===== config.mk =====
export PLATFORM = sky130hd
export DESIGN_NAME = hh_spike_detector
export DESIGN_NICKNAME = d
export VERILOG_FILES = /design/src/rtl/hh_spike_detector_pkg.sv /design/src/rtl/hh_evt_fifo.sv /design/src/rtl/hh_spike_detector.sv
export SDC_FILE = /design/constraint.sdc
export NUM_CORES = 1
export LEC_CHECK = 0
export CORE_AREA = 2 2 156 97
export DETAILED_ROUTE_END_ITERATION = 12
export DIE_AREA = 0 0 158 99
export GPL_TIMING_DRIVEN = 0
export PLACE_DENSITY = 0.62
export SYNTH_ARGS = -nofsm -noshare
export SYNTH_HDL_FRONTEND = slang
export SYNTH_SLANG_ARGS = --single-unit

===== constraint.sdc =====
create_clock -name clk -period 3.67 [get_ports clk]
set_clock_uncertainty 0.1 [all_clocks]
set_input_delay 1.101 -clock clk [delete_from_list [all_inputs] [get_ports clk]]
set_output_delay 1.101 -clock clk [all_outputs]
set_load 0.01 [all_outputs]

===== src/rtl/hh_spike_detector_pkg.sv =====
// Shared types for the spike detector: voltage and timestamp words plus the detector state enum.
package hh_spike_detector_pkg;

    localparam int VOLT_W    = 22;
    localparam int TS_W      = 16;
    localparam int REFRACT_W = 8;

    typedef logic signed [VOLT_W-1:0] volt_t;
    typedef logic [TS_W-1:0]          ts_t;

    typedef enum logic [1:0] {
        ST_BELOW   = 2'd0,
        ST_REFRACT = 2'd1,
        ST_ABOVE   = 2'd2
    } state_t;

endpackage


===== src/rtl/hh_evt_fifo.sv =====
// Count-based event FIFO; when empty, the output holds the last popped word.
module hh_evt_fifo #(
    parameter int DATA_W = 16,
    parameter int DEPTH  = 4
) (
    input  logic              clk,
    input  logic              reset,
    input  logic              push,
    input  logic [DATA_W-1:0] push_data,
    input  logic              pop,
    output logic [DATA_W-1:0] pop_data,
    output logic              not_empty,
    output logic              full
);

    localparam int AW = $clog2(DEPTH);
    localparam int CW = AW + 1;
    localparam logic [CW-1:0] CNT_FULL = CW'(DEPTH);

    logic [DATA_W-1:0] mem [DEPTH];
    logic [AW-1:0]     wr_ptr;
    logic [AW-1:0]     rd_ptr;
    logic [CW-1:0]     count;
    logic [DATA_W-1:0] last_data;
    logic              do_push;
    logic              do_pop;

    assign not_empty = (count != '0);
    assign full      = (count == CNT_FULL);
    assign do_pop    = pop && not_empty;
    // A full FIFO still accepts a push when a pop frees a slot in the same cycle.
    assign do_push   = push && (!full || do_pop);
    assign pop_data  = not_empty ? mem[rd_ptr] : last_data;

    always_ff @(posedge clk) begin
        if (do_push) begin
            mem[wr_ptr] <= push_data;
        end
    end

    always_ff @(posedge clk) begin
        if (reset) begin
            wr_ptr    <= '0;
            rd_ptr    <= '0;
            count     <= '0;
            last_data <= '0;
        end else begin
            if (do_push) begin
                wr_ptr <= wr_ptr + AW'(1);
            end
            if (do_pop) begin
                rd_ptr    <= rd_ptr + AW'(1);
                last_data <= mem[rd_ptr];
            end
            case ({do_push, do_pop})
                2'b10:   count <= count + CW'(1);
                2'b01:   count <= count - CW'(1);
                default: count <= count;
            endcase
        end
    end

endmodule


===== src/rtl/hh_spike_detector.sv =====
// Threshold spike detector with refractory period and timestamped event FIFO.
// Define HH_SPIKE_HYST_EN to re-arm at V_TH - V_HYST instead of V_TH.
module hh_spike_detector
    import hh_spike_detector_pkg::*;
#(
    parameter volt_t V_TH        = 22'sd100,
    parameter volt_t V_HYST      = 22'sd16,
    parameter int    REFRACT_CYC = 8,
    parameter int    FIFO_DEPTH  = 4
) (
    input  logic   clk,
    input  logic   reset,
    input  volt_t  v_in,
    input  logic   v_valid,
    output logic   spike,
    output ts_t    evt_ts,
    output logic   evt_valid,
    input  logic   evt_ready,
    output logic [15:0] spike_cnt,
    output logic   ovf,
    output state_t state
);

`ifdef HH_SPIKE_HYST_EN
    localparam volt_t FALL_TH = V_TH - V_HYST;
`else
    localparam volt_t FALL_TH = V_TH;
`endif

    localparam logic [REFRACT_W-1:0] REFRACT_LOAD = REFRACT_W'(REFRACT_CYC);

    state_t               state_q;
    state_t               state_n;
    logic [REFRACT_W-1:0] cnt_q;
    logic [REFRACT_W-1:0] cnt_n;
    ts_t                  ts_q;
    logic [15:0]          spike_cnt_q;
    logic                 spike_q;
    logic                 ovf_q;
    logic                 fire;
    logic                 fifo_full;
    logic                 pop_accept;

    assign state     = state_q;
    assign spike     = spike_q;
    assign spike_cnt = spike_cnt_q;
    assign ovf       = ovf_q;

    always_comb begin
        state_n = state_q;
        cnt_n   = cnt_q;
        fire    = 1'b0;
        if (v_valid) begin
            unique case (state_q)
                ST_BELOW: begin
                    if (v_in > V_TH) begin
                        fire = 1'b1;
                        if (REFRACT_CYC == 0) begin
                            state_n = ST_ABOVE;
                        end else begin
                            state_n = ST_REFRACT;
                            cnt_n   = REFRACT_LOAD;
                        end
                    end
                end
                ST_REFRACT: begin
                    // The sample that takes the count to zero also leaves refractory.
                    if (cnt_q <= REFRACT_W'(1)) begin
                        cnt_n   = '0;
                        state_n = ST_ABOVE;
                    end else begin
                        cnt_n = cnt_q - REFRACT_W'(1);
                    end
                end
                ST_ABOVE: begin
                    if (v_in <= FALL_TH) begin
                        state_n = ST_BELOW;
                    end
                end
                default: state_n = ST_BELOW;
            endcase
        end
    end

    // Event handshake: an event is consumed on a cycle where evt_valid and evt_ready are both high.
    assign pop_accept = evt_valid && evt_ready;

    always_ff @(posedge clk) begin
        if (reset) begin
            state_q     <= ST_BELOW;
            cnt_q       <= '0;
            ts_q        <= '0;
            spike_cnt_q <= '0;
            spike_q     <= 1'b0;
            ovf_q       <= 1'b0;
        end else begin
            state_q <= state_n;
            cnt_q   <= cnt_n;
            spike_q <= fire;
            if (v_valid) begin
                ts_q <= ts_q + 16'd1;
            end
            if (fire) begin
                spike_cnt_q <= spike_cnt_q + 16'd1;
            end
            if (fire && fifo_full && !pop_accept) begin
                ovf_q <= 1'b1;
            end
        end
    end

    hh_evt_fifo #(
        .DATA_W (TS_W),
        .DEPTH  (FIFO_DEPTH)
    ) u_evt_fifo (
        .clk       (clk),
        .reset     (reset),
        .push      (fire),
        .push_data (ts_q),
        .pop       (evt_ready),
        .pop_data  (evt_ts),
        .not_empty (evt_valid),
        .full      (fifo_full)
    );

endmodule


==> flow_metrics.py <==
metrics = {
    "sta": {
        "final.period_utilization_pct": 96.00,
        "fin_crit_ps": 3523,
        "worst_slack_ps": 146.7,
        "fin_tns_setup_ps": 0,
        "fmax_ghz": 0.2838,
        "setup_viol": 0,
        "fin_hold_ws_ps": 355.8,
        "slew_viol_final": 0,
        "worstMarginPinSlew_ps": 684.6,
        "max_slew_margin_pct": 53.94,
        "hold_viol": 0,
    },
    "final_layout": {
        "num-nets-final": 588,
        "multi_input_area_um2": 2142,
        "antenna_cells": 0,
        "nFillCells": 1245,
        "syn_to_final_growth_pct": 27.92,
        "final_layout_size_suffix_gt1_share_pct": 16.46,
        "seqCellArea_um2": 3304,
        "design_area_um2": 7119,
        "post-route-util_pct": 50.11,
    },
    "global_route": {
        "overflow": 0,
        "grt_max_degree": 20,
        "track_usage_pct": 16.83,
        "grt_antenna_before_repair": 0,
        "grt_pass1_wl_um": 19600,
        "first_global_vias": 3755,
    },
    "logic_synthesis": {
        "ys_ff_latch": 133,
        "synth_ff_type": "dfxtp_1",
        "synth_edf_count": 64,
        "synth_cells": 467,
        "ys_warn_count": 0,
        "synth_seq_area_share_pct": 59.35,
        "synth_cell_types": 48,
        "syn_area_per_cell_um2": 11.92,
        "synthArstFlopShare_pct": 0,
        "syn-num-nets": 503,
        "synth_area_um2": 5565,
    },
    "die": {
        "die_h_um": 99,
        "start_util_pct": 39.17,
        "die_area_um2": 15640,
        "die_w_um": 158,
        "fp-row-count": 34,
        "coreArea_um2": 14210,
        "ioPinCount": 63,
    },
    "place": {
        "port_buffers": 61,
        "dpl_worst_slack_ps": -767.2,
        "gp_congestion": 0.7856,
        "place_hpwl_um": 8697,
        "placed_cell_area_um2": 6424,
    },
    "routing": {
        "drc_errors": 0,
        "drtPass1Iterations": 5,
        "routedWlPerCell_um": 16.58,
        "dr.first_iter.drc_count": 250,
        "postRouteAntennaNets": 0,
        "route.met3.wl_um": 474,
        "via_count": 3925,
        "drt-met1-wl_um": 6431,
        "topRoutingLayerUsed": "met4",
        "routed_via_density": 5.144,
        "routed-wl-met2_um": 5636,
        "wirelength_um": 12650,
    },
    "power_and_ir_drop": {
        "p_leak_nw": 2.429,
        "switchingPower_mw": 1.173,
        "p_int_mw": 3.299,
        "seqPwrFrac_pct": 38.1,
        "swShare_pct": 26.24,
        "p_per_area_nw_per_um2": 628.2,
        "pwr-share-comb_pct": 24.4,
        "pwr-share-clk_pct": 37.5,
        "ir_worst_vdd_mv": 0.2841,
    },
    "clocking": {
        "insertion_delay_ps": 410,
        "cts-root-buf": "clkbuf_16",
        "cts_sinks": 133,
        "clock_path_buffers": 2,
        "clk_pin_slew_worst_paths_ps": 60,
        "cts_buffers": 17,
        "cts_tree": "done",
        "htreeDepth": 4,
    },
    "critical_path": {
        "cp_max_fo": 10,
        "required_ps": 2470,
        "arrival_ps": 2320,
        "crit_type": "reg2out",
        "start_kind": "register",
        "worst_setup_path_end_kind": "output port",
        "rr_startpoint": "u_evt_fifo.count[0]$_SDFFE_PP0P_",
        "startpoint": "u_evt_fifo.count[0]$_SDFFE_PP0P_",
    },
    "hold_path": {
        "hold_class": "reg2reg",
        "hp-start": "u_evt_fifo.last_data[14]$_SDFFE_PP0P_",
    },
    "status": {
        "status": "finished clean",
    },
    "flow_run": {
        "maxCapViolCount": 0,
    },
}
==> cell type report <==
class	count	share of cell area [%]
Buffer	16	1.371
Clock buffer	22	6.380
Clock inverter	10	1.845
Inverter	17	0.8963
Multi-Input combinational cell	298	30.09
Sequential cell	133	46.41
Tap cell	198	3.480
Timing Repair Buffer	69	9.525
==> sequential cells by signal, indices dropped and copies added, names as in the netlist, named ones only <==
register	count
spike	1
ovf	1
u_evt_fifo.count	3
u_evt_fifo.wr_ptr	2
u_evt_fifo.last_data	16
spike_cnt	16
u_evt_fifo.rd_ptr	2
u_evt_fifo.mem	64
ts_q	16
state	2
cnt_q	8
==> cell families (layout without fill, tap and decap cells) <==
| family | count (synthesis) | after routing | synth area share [%] |
|---|---|---|---|
| compound gates | 80 | 80 | 8.678 |
| xor+xnor | 23 | 23 | 3.620 |
| fa+ha+maj | 10 | 10 | 2.383 |
| buf+inv | 36 | 134 | 2.630 |
| flops | 133 | 133 | 59.35 |
| mux | 33 | 33 | 9.892 |
| simple gates | 152 | 152 | 13.44 |
==> routing by layer <==
| layer | track usage, % | up-vias |
|---|---|---|
| li1 | - | 1886 |
| met1 | 24.74 | 1964 |
| met2 | 24.35 | 64 |
| met3 | 4.266 | 11 |
| met4 | 5.475 | 0 |
| met5 | 0 | - |
==> Yosys cell counts (5+ instances only) <==
library cell	number	area share (%)
a21oi_1	37	3.3
and3_1	8	0.90
clkbuf_1	11	0.74
dfxtp_1	69	25
edfxtp_1	64	35
ha_1	9	2.0
inv_1	16	1.1
mux2_2	16	3.2
mux4_2	16	6.5
nand2_1	46	3.1
nand3_1	12	1.1
nand4_1	6	0.67
nor2_1	39	2.6
nor3_1	7	0.63
nor4_1	5	0.56
o21ai_0	20	1.8
or3_1	15	1.7
xnor2_1	8	1.3
xor2_1	15	2.4
==> what timing repair did <==
| item | 4_1_cts | 5_1_grt |
|---|---|---|
| hold buffers | 0 | 0 |
| setup endpoints to repair | 77 | 10 |
| buffers inserted | 2 | 6 |
| resized for setup | 14 | 7 |
| pin swaps | 2 | 1 |
==> power groups by stage <==
stage               Clock, mW  Sequential, mW  Combinational [mW]
detailed placement          0            1.73                1.03
global placement            0            1.72                1.01
global route             1.76            1.72                1.18
floorplan                   0            1.71               0.636
finish                   1.68            1.71                1.09
CTS                      1.70            1.70                1.06
==> worst paths after layout <==
kind	endpoint	slack [ps]	depth (start not counted)
hold / removal	u_evt_fifo.last_data[14]$_SDFFE_PP0P_	360	2
setup reg to reg	u_evt_fifo.count[2]$_SDFFE_PP0P_	820	9
setup / recovery	evt_ts[13]	150	4
hold reg to reg	u_evt_fifo.last_data[14]$_SDFFE_PP0P_	360	2
==> stage by stage <==
| stage | instances | power, mW |
|---|---|---|
| after detailed placement | 726 | 2.755 |
| after global routing | 763 | 4.656 |
| after global placement | 726 | 2.734 |
| final | 763 | 4.472 |
| after floorplan | 467 | 2.348 |
| after CTS | 757 | 4.460 |
==> critical path: stages, from the launching register on <==
cell and delay (ps):
dfxtp_1 360, or3_4 500, buf_2 240, mux2_2 270
clkdlybuf4s50_1 540
==> placed cells by master, fill, tap and decap left out, types with 3 or more instances in the layout <==
cell and n:
nor4_1 4, a211oi_1 4, bufinv_16 3, nand4_1 6, nand2_1 46, a21oi_1 36, and3_1 4, dlymetal6s2s_1 3
or3_1 14, clkbuf_1 12, mux4_2 16, inv_1 16, edfxtp_1 64, nand3_1 12, xnor2_1 8, dfxtp_1 68
xor2_1 15, nor2_1 39, ha_1 9, and3_2 4, nor3_1 7, mux2_2 16, clkdlybuf4s50_1 58, o21a_1 4
buf_4 8, o21ai_0 20, o211ai_1 3, clkbuf_16 17
No activity file was read; power rests on OpenSTA's default activity.
